$ cat src/rtl/pawn_push_enumerator_if.sv
// Move-record stream between the pawn push enumerator and the move-list buffer.
// master: drives valid + record fields, samples ready. slave: the reverse.
interface pawn_push_enumerator_if #(
  parameter int SQ_W = 6
) ();

  logic            move_valid;
  logic            move_ready;
  logic [SQ_W-1:0] move_from;
  logic [SQ_W-1:0] move_to;
  logic            move_double;
  logic            move_promo;

  modport master (
    output move_valid,
    output move_from,
    output move_to,
    output move_double,
    output move_promo,
    input  move_ready
  );

  modport slave (
    input  move_valid,
    input  move_from,
    input  move_to,
    input  move_double,
    input  move_promo,
    output move_ready
  );

endinterface

$ cat src/rtl/pawn_push_enumerator.sv
// Serialises every quiet pawn push (single and double) of one side into a
// valid/ready stream of move records, then pulses done with the move count.
// Ports: clk, reset (sync, active-high), start/side/occupied/pawns request,
// mv (master move stream), busy (emitting), done (1-cycle), move_count.
module pawn_push_enumerator #(
  parameter int FILES = 8,
  parameter int RANKS = 8,
  parameter int SQ_W  = $clog2(FILES*RANKS),
  parameter int CNT_W = $clog2(2*FILES+1)
) (
  input  logic                   clk,
  input  logic                   reset,
  input  logic                   start,
  input  logic                   side,
  input  logic [FILES*RANKS-1:0] occupied,
  input  logic [FILES*RANKS-1:0] pawns,
  pawn_push_enumerator_if.master mv,
  output logic                   busy,
  output logic                   done,
  output logic [CNT_W-1:0]       move_count
);

  localparam int NSQ = FILES * RANKS;

  typedef enum logic [1:0] {
    S_IDLE,
    S_EMIT,
    S_DONE
  } state_e;

  state_e state_q;
  state_e state_d;

  logic [NSQ-1:0]   pend_single_q;
  logic [NSQ-1:0]   pend_single_d;
  logic [NSQ-1:0]   pend_double_q;
  logic [NSQ-1:0]   pend_double_d;
  logic [CNT_W-1:0] count_q;
  logic [CNT_W-1:0] count_d;
  logic             side_q;
  logic             side_d;

  // Per-side push masks straight from the request inputs.
  logic [NSQ-1:0] w_single;
  logic [NSQ-1:0] w_double;
  logic [NSQ-1:0] b_single;
  logic [NSQ-1:0] b_double;
  // Sources whose single push lands on the far rank.
  logic [NSQ-1:0] w_promo_m;
  logic [NSQ-1:0] b_promo_m;

  logic [NSQ-1:0] single_c;
  logic [NSQ-1:0] double_c;

  // Board edges are resolved at elaboration, so no square is ever
  // indexed off the board and no file wrap can occur (pushes are vertical).
  for (genvar s = 0; s < NSQ; s++) begin : g_sq
    localparam int R = s / FILES;

    if (R <= RANKS - 2) begin : g_ws
      assign w_single[s] = pawns[s] & ~occupied[s+FILES];
    end else begin : g_ws0
      assign w_single[s] = 1'b0;
    end

    if (R == 1) begin : g_wd
      assign w_double[s] = w_single[s]
                         & ~occupied[s+2*FILES];
    end else begin : g_wd0
      assign w_double[s] = 1'b0;
    end

    if (R >= 1) begin : g_bs
      assign b_single[s] = pawns[s] & ~occupied[s-FILES];
    end else begin : g_bs0
      assign b_single[s] = 1'b0;
    end

    if (R == RANKS - 2) begin : g_bd
      assign b_double[s] = b_single[s]
                         & ~occupied[s-2*FILES];
    end else begin : g_bd0
      assign b_double[s] = 1'b0;
    end

    assign w_promo_m[s] = (R == RANKS - 2);
    assign b_promo_m[s] = (R == 1);
  end

  assign single_c = side ? b_single : w_single;
  assign double_c = side ? b_double : w_double;

  logic start_any;
  assign start_any = (|single_c) | (|double_c);

  // Lowest pending source wins; a source's single push precedes its double.
  logic [NSQ-1:0]  pend_any;
  logic [NSQ-1:0]  sel_oh;
  logic [SQ_W-1:0] sel_idx;
  logic            sel_single;
  logic            sel_far;

  assign pend_any = pend_single_q | pend_double_q;

  always_comb begin
    sel_oh     = '0;
    sel_idx    = '0;
    sel_single = 1'b0;
    sel_far    = 1'b0;
    for (int i = NSQ - 1; i >= 0; i--) begin
      if (pend_any[i]) begin
        sel_oh     = '0;
        sel_oh[i]  = 1'b1;
        sel_idx    = SQ_W'(i);
        sel_single = pend_single_q[i];
        sel_far    = side_q ? b_promo_m[i]
                            : w_promo_m[i];
      end
    end
  end

  logic [SQ_W-1:0] step;
  logic [SQ_W-1:0] sel_to;

  assign step   = sel_single ? SQ_W'(FILES)
                             : SQ_W'(2 * FILES);
  assign sel_to = side_q ? (sel_idx - step)
                         : (sel_idx + step);

  logic hs;
  logic emit_last;

  assign hs = (state_q == S_EMIT) & mv.move_ready;

  // The handshake retires the final pending push.
  assign emit_last = ((pend_single_d | pend_double_d) == '0);

  // Pending masks, count and latched side.
  always_comb begin
    pend_single_d = pend_single_q;
    pend_double_d = pend_double_q;
    count_d       = count_q;
    side_d        = side_q;
    if (state_q == S_IDLE && start) begin
      pend_single_d = single_c;
      pend_double_d = double_c;
      count_d       = '0;
      side_d        = side;
    end else if (hs) begin
      count_d = count_q + 1'b1;
      if (sel_single) begin
        pend_single_d = pend_single_q & ~sel_oh;
      end else begin
        pend_double_d = pend_double_q & ~sel_oh;
      end
    end
  end

  always_ff @(posedge clk) begin
    if (reset) begin
      state_q       <= S_IDLE;
      pend_single_q <= '0;
      pend_double_q <= '0;
      count_q       <= '0;
      side_q        <= 1'b0;
    end else begin
      state_q       <= state_d;
      pend_single_q <= pend_single_d;
      pend_double_q <= pend_double_d;
      count_q       <= count_d;
      side_q        <= side_d;
    end
  end

  always_comb begin
    state_d = state_q;
    unique case (state_q)
      S_IDLE: begin
        if (start) begin
          state_d = start_any ? S_EMIT : S_DONE;
        end
      end
      S_EMIT: begin
        if (hs && emit_last) begin
          state_d = S_DONE;
        end
      end
      S_DONE: begin
        state_d = S_IDLE;
      end
      default: begin
        state_d = S_IDLE;
      end
    endcase
  end

  // Record fields are gated to zero outside EMIT.
  always_comb begin
    mv.move_valid  = 1'b0;
    mv.move_from   = '0;
    mv.move_to     = '0;
    mv.move_double = 1'b0;
    mv.move_promo  = 1'b0;
    busy           = 1'b0;
    done           = 1'b0;
    unique case (state_q)
      S_EMIT: begin
        mv.move_valid  = 1'b1;
        mv.move_from   = sel_idx;
        mv.move_to     = sel_to;
        mv.move_double = ~sel_single;
        mv.move_promo  = sel_single & sel_far;
        busy           = 1'b1;
      end
      S_DONE: begin
        done = 1'b1;
      end
      default: begin
      end
    endcase
  end

  assign move_count = count_q;

endmodule
$ cat src/flat_wrapper.sv
// flat-port wrapper written by rule: the top's interface ports become plain ports
module pawn_push_enumerator_flat 
#(
  parameter int FILES = 8,
  parameter int RANKS = 8,
  parameter int SQ_W  = $clog2(FILES*RANKS),
  parameter int CNT_W = $clog2(2*FILES+1)
)
  (clk, reset, start, side, occupied, pawns, busy, done, move_count, mv_move_valid, mv_move_from, mv_move_to, mv_move_double, mv_move_promo, mv_move_ready);
  pawn_push_enumerator_if #(.SQ_W(SQ_W)) mv_i ();
  input  logic clk;
  input  logic reset;
  input  logic start;
  input  logic side;
  input  logic [FILES*RANKS-1:0] occupied;
  input  logic [FILES*RANKS-1:0] pawns;
  output logic busy;
  output logic done;
  output logic [CNT_W-1:0] move_count;
  output wire logic [$bits(mv_i.move_valid)-1:0] mv_move_valid;
  output wire logic [$bits(mv_i.move_from)-1:0] mv_move_from;
  output wire logic [$bits(mv_i.move_to)-1:0] mv_move_to;
  output wire logic [$bits(mv_i.move_double)-1:0] mv_move_double;
  output wire logic [$bits(mv_i.move_promo)-1:0] mv_move_promo;
  input wire logic [$bits(mv_i.move_ready)-1:0] mv_move_ready;
  assign mv_move_valid = mv_i.move_valid;
  assign mv_move_from = mv_i.move_from;
  assign mv_move_to = mv_i.move_to;
  assign mv_move_double = mv_i.move_double;
  assign mv_move_promo = mv_i.move_promo;
  assign mv_i.move_ready = mv_move_ready;
  pawn_push_enumerator #(.FILES(FILES), .RANKS(RANKS), .SQ_W(SQ_W), .CNT_W(CNT_W)) u_core (.clk(clk), .reset(reset), .start(start), .side(side), .occupied(occupied), .pawns(pawns), .mv(mv_i), .busy(busy), .done(done), .move_count(move_count));
endmodule
$ cat config.mk
export PLATFORM = sky130hd
export DESIGN_NAME = pawn_push_enumerator_flat
export DESIGN_NICKNAME = d
export VERILOG_FILES = /design/src/rtl/pawn_push_enumerator_if.sv /design/src/rtl/pawn_push_enumerator.sv /design/src/flat_wrapper.sv
export SDC_FILE = /design/constraint.sdc
export NUM_CORES = 1
export LEC_CHECK = 0
export BUFFER_PORTS_ARGS = -buffer_cell sky130_fd_sc_hd__clkbuf_2
export CORE_MARGIN = 8
export CORE_UTILIZATION = 35
export CTS_CLUSTER_DIAMETER = 30
export CTS_CLUSTER_SIZE = 12
export DETAILED_ROUTE_END_ITERATION = 10
export PLACE_DENSITY = 0.63
export SKIP_CTS_REPAIR_TIMING = 1
export SLEW_MARGIN = 20
export SYNTH_ARGS = -nofsm -noshare
export SYNTH_HDL_FRONTEND = slang
export SYNTH_SLANG_ARGS = --single-unit
export TNS_END_PERCENT = 1
$ cat constraint.sdc
create_clock -name clk -period 11.5 [get_ports clk]
set_input_delay 1.15 -clock clk [delete_from_list [all_inputs] [get_ports clk]]
set_output_delay 1.15 -clock clk [all_outputs]
set_load 0.1 [all_outputs]
==> impl_metrics.xml <==
<?xml version="1.0" encoding="UTF-8"?>
<metrics>
  <group name="placement">
    <metric name="port-buffer-count" unit="">154</metric>
    <metric name="gp_congestion" unit="">1.045</metric>
    <metric name="place_hpwl" unit="mm">52.47</metric>
  </group>
  <group name="yosys">
    <metric name="synth_compound_area_share" unit="%">22.78</metric>
    <metric name="asyncSetResetFlopFracSynth" unit="%">0</metric>
    <metric name="synth.top_cells.by_area" unit="">dfxtp_1 26%, nor2_1 8.9%, nand2_1 6.5%, o21ai_0 5.2%, a21oi_1 5.0%</metric>
    <metric name="synth_ff_type" unit="">dfxtp_1</metric>
    <metric name="synth_simple_gate_area_share" unit="%">41.13</metric>
    <metric name="postSynthNetCount" unit="">1628</metric>
    <metric name="synth.distinct_cells" unit="">79</metric>
    <metric name="synth_top_family_by_area" unit="">simple AND/OR/NAND/NOR gates</metric>
    <metric name="synth-edff-count" unit="">0</metric>
    <metric name="syn-instance-count" unit="">1491</metric>
    <metric name="synthXorXnorAreaFrac" unit="%">0.5939</metric>
    <metric name="synth-adder-area-share" unit="%">0.4848</metric>
    <metric name="synthMuxAreaShare" unit="%">4.570</metric>
    <metric name="yosys_warnings" unit="">0</metric>
    <metric name="ys_seq_elements" unit="">136</metric>
    <metric name="yosys.area.top_type_share" unit="%">26.38</metric>
    <metric name="postSynthAreaPerCell" unit="um^2">6.923</metric>
    <metric name="yosys.area.top_type" unit="">dfxtp_1</metric>
    <metric name="synth-seq-area-share" unit="%">26.38</metric>
    <metric name="syn_area" unit="um^2">10320</metric>
  </group>
  <group name="critical_path">
    <metric name="crit_path_end_kind" unit="">output port</metric>
    <metric name="critPathLaunch" unit="">u_core.pend_single_q[29]</metric>
    <metric name="timing.critical_path.from_type" unit="">register</metric>
    <metric name="worstSetupPathType" unit="">register to output port</metric>
    <metric name="rr_startpoint" unit="">u_core.pend_single_q[48]</metric>
    <metric name="reg2reg_setup_slack" unit="ns">6.29</metric>
    <metric name="cp_arrival" unit="ns">4.95</metric>
    <metric name="worst-endpoint-required" unit="ns">10.35</metric>
    <metric name="timing.critical_path.fanout_max" unit="">7</metric>
  </group>
  <group name="drt">
    <metric name="postRouteWirelength" unit="mm">65.62</metric>
    <metric name="detail_route.wl_per_cell" unit="um">32.34</metric>
    <metric name="dr_iter_0_viols" unit="">1930</metric>
    <metric name="firstDrtPassIters" unit="">6</metric>
    <metric name="drtAntennaViolNets" unit="">0</metric>
    <metric name="vias" unit="">13480</metric>
    <metric name="vias_per_cell" unit="">6.646</metric>
    <metric name="drc" unit="">0</metric>
  </group>
  <group name="floorplan">
    <metric name="floorplan.core_area" unit="um^2">29320</metric>
    <metric name="fp.dieArea" unit="um^2">35240</metric>
    <metric name="die_width" unit="um">187.7</metric>
    <metric name="die_y" unit="um">187.7</metric>
    <metric name="num_io_pins" unit="">155</metric>
    <metric name="initial_utilization" unit="%">35.20</metric>
    <metric name="placement_rows" unit="">63</metric>
  </group>
  <group name="clocking">
    <metric name="cts.sinks" unit="">136</metric>
    <metric name="cts_root_buffer" unit="">clkbuf_16</metric>
    <metric name="cts_max_path_buffers" unit="">2</metric>
    <metric name="cts-htree-levels" unit="">4</metric>
    <metric name="clock_tree_from_tritoncts" unit="">built</metric>
    <metric name="clkSlewWorstSetupHoldPaths" unit="ns">0.07</metric>
    <metric name="clk_latency" unit="ns">0.45</metric>
    <metric name="cts_buffers" unit="">17</metric>
  </group>
  <group name="sta">
    <metric name="timing.slew.headroom" unit="%">24.11</metric>
    <metric name="layout_min_cycle_time" unit="ns">6.097</metric>
    <metric name="clock_skew" unit="ns">0.01307</metric>
    <metric name="hold_ws" unit="ns">0.4806</metric>
    <metric name="layout_worst_path_cycle_share" unit="%">53.02</metric>
    <metric name="max_clock_freq" unit="GHz">0.1640</metric>
    <metric name="rsz0062_at_grt" unit="">false</metric>
    <metric name="worst_pin_slew" unit="ns">1.137</metric>
    <metric name="finalHoldViolCount" unit="">0</metric>
    <metric name="tns" unit="ns">0</metric>
    <metric name="timing.final.setup_violations" unit="">0</metric>
    <metric name="drv_slew" unit="">0</metric>
  </group>
  <group name="cells_and_area">
    <metric name="drive_above_1_share" unit="%">16.60</metric>
    <metric name="area_grow_syn2layout" unit="%">17.99</metric>
    <metric name="filler_cell_count" unit="">3237</metric>
    <metric name="utilization" unit="%">41.53</metric>
    <metric name="antenna-diode-count" unit="">0</metric>
    <metric name="nNetsFinal" unit="">1763</metric>
  </group>
  <group name="power_and_ir_drop">
    <metric name="maximum_resistive_drop_on_vdd" unit="uV">110.7</metric>
    <metric name="power_per_cell_area" unit="nW/um^2">136.6</metric>
    <metric name="totalPowerFinal" unit="uW">1664</metric>
    <metric name="static-leakage-power" unit="uW">0.004984</metric>
  </group>
  <group name="global_routing">
    <metric name="initial_antenna_violation_count" unit="">3</metric>
    <metric name="globalRoute.totalOverflow" unit="">0</metric>
    <metric name="global_route_wire_length_before_repair" unit="mm">91.96</metric>
    <metric name="grt_max_degree" unit="">157</metric>
    <metric name="gr-usage-all-layers" unit="%">35.70</metric>
    <metric name="vias_in_the_first_global_route" unit="">12630</metric>
  </group>
  <group name="run">
    <metric name="timing.max_cap.violations" unit="">0</metric>
  </group>
  <group name="hold_path">
    <metric name="holdCritPathClass" unit="">register to register</metric>
    <metric name="worst_hold_startpoint" unit="">u_core.pend_double_q[60]</metric>
  </group>
  <group name="run_status">
    <metric name="result_of_the_run" unit="">finished, final reports clean</metric>
  </group>
</metrics>
==> worst max-delay path, cell delays in order, from the launching register on <==
cell	delay (ns)
dfxtp_1	0.42
nor4_1	0.69
nand2_1	0.41
nor3_1	0.93
a211oi_1	0.21
o21ai_0	0.40
ha_1	0.32
o21a_1	0.19
nor2_1	0.13
xnor2_1	0.15
xnor2_1	0.08
nor2_1	0.08
clkbuf_2	0.46
==> area by class of cell <==
type / count / area [um^2] / share of cell area [%]
sequential: 136 / 2723 / 22.35
multi-input combinational: 1251 / 7204 / 59.15
clock buffer: 18 / 439.2 / 3.606
inverter: 32 / 120.1 / 0.9862
clock inverter: 14 / 163.9 / 1.346
tap: 390 / 488.0 / 4.007
timing repair buffer: 188 / 1041 / 8.547
==> registers in the layout, indices dropped and copies added (netlist names) <==
register / flops
u_core.pend_double_q: 64
u_core.pend_single_q: 64
u_core.state_q: 2
u_core.side_q: 1
u_core.move_count: 5
==> per-layer routing <==
layer	global-route usage, %	wire length (um)	vias up
li1	-	-	5813
met1	45.98	26220	6550
met2	54.15	28340	941
met3	8.525	6963	176
met4	19.73	4065	4
met5	0	28	-
==> synth_stat cells (all sizes together), types with 7 or more instances <==
cell and instances:
o21a 11, a21oi 103, a21boi 11, nor2 245, buf 18, nand4 46, a211oi 35, o21ai 111
or3 11, or4 18, nor2b 15, mux2i 46, o21bai 7, and2 19, and3 24, dfxtp 136
nand3 51, nand2 180, clkbuf 54, inv 31, o22ai 9, a31oi 19, o2111ai 7, or2 14
o31ai 10, nor3 72, nor4 73, nand3b 13, nand4b 8
==> power breakdown <==
group | switching (uW) | leakage (uW) | internal [uW]
registers | 21.0 | 0.00110 | 482
logic | 419 | 0.00359 | 151
clock network | 259 | 0.000298 | 331
total | 699 | 0.00498 | 965
==> placed cells by master (no fill, tap or decap), types with 5 or more instances in the layout <==
cell type and n:
nor2_1 242, nand2_1 180, clkbuf_2 153, dfxtp_1 136, o21ai_0 107, a21oi_1 103
nor3_1 70, nor4_1 52, nand3_1 51, mux2i_1 46, nand4_1 44, a211oi_1 34
buf_4 34, inv_1 31, and3_1 24, and2_1 19, a31oi_1 19, clkbuf_16 17
or4_1 15, nor2b_1 15, nor4_2 13, nand3b_1 13, or2_2 11, o21a_1 11
or3_1 11, a21boi_0 11, o31ai_1 10, o22ai_1 9, nor4_4 8, nand4b_1 8
o21bai_1 7, o2111ai_1 7, nand2b_1 6, o41ai_1 6, clkinv_4 6, o211ai_1 5
and4_1 5
==> logic make-up after synthesis <==
kind of cell,Yosys count
mux,47
flops,136
buf+inv,104
xor+xnor,7
simple gates,817
fa+ha+maj,4
compound gates,376
==> worst paths after layout <==
check | endpoint | depth (start not counted)
setup / recovery | mv_move_to[5] | 12
hold / removal | u_core.pend_double_q[60] | 2
setup reg to reg | u_core.state_q[0] | 13
hold reg to reg | u_core.pend_double_q[60] | 2
==> metrics by stage <==
stage	setup slack, ns	instance area (um^2)	std cells
after floorplan	5.788	10320	1491
after global placement	6.101	11580	1997
after detailed placement	6.097	11580	1997
after CTS	5.619	12180	2029
after global routing	5.327	12180	2029
final	5.403	12180	2029
Power figures use the tool's default switching activity.
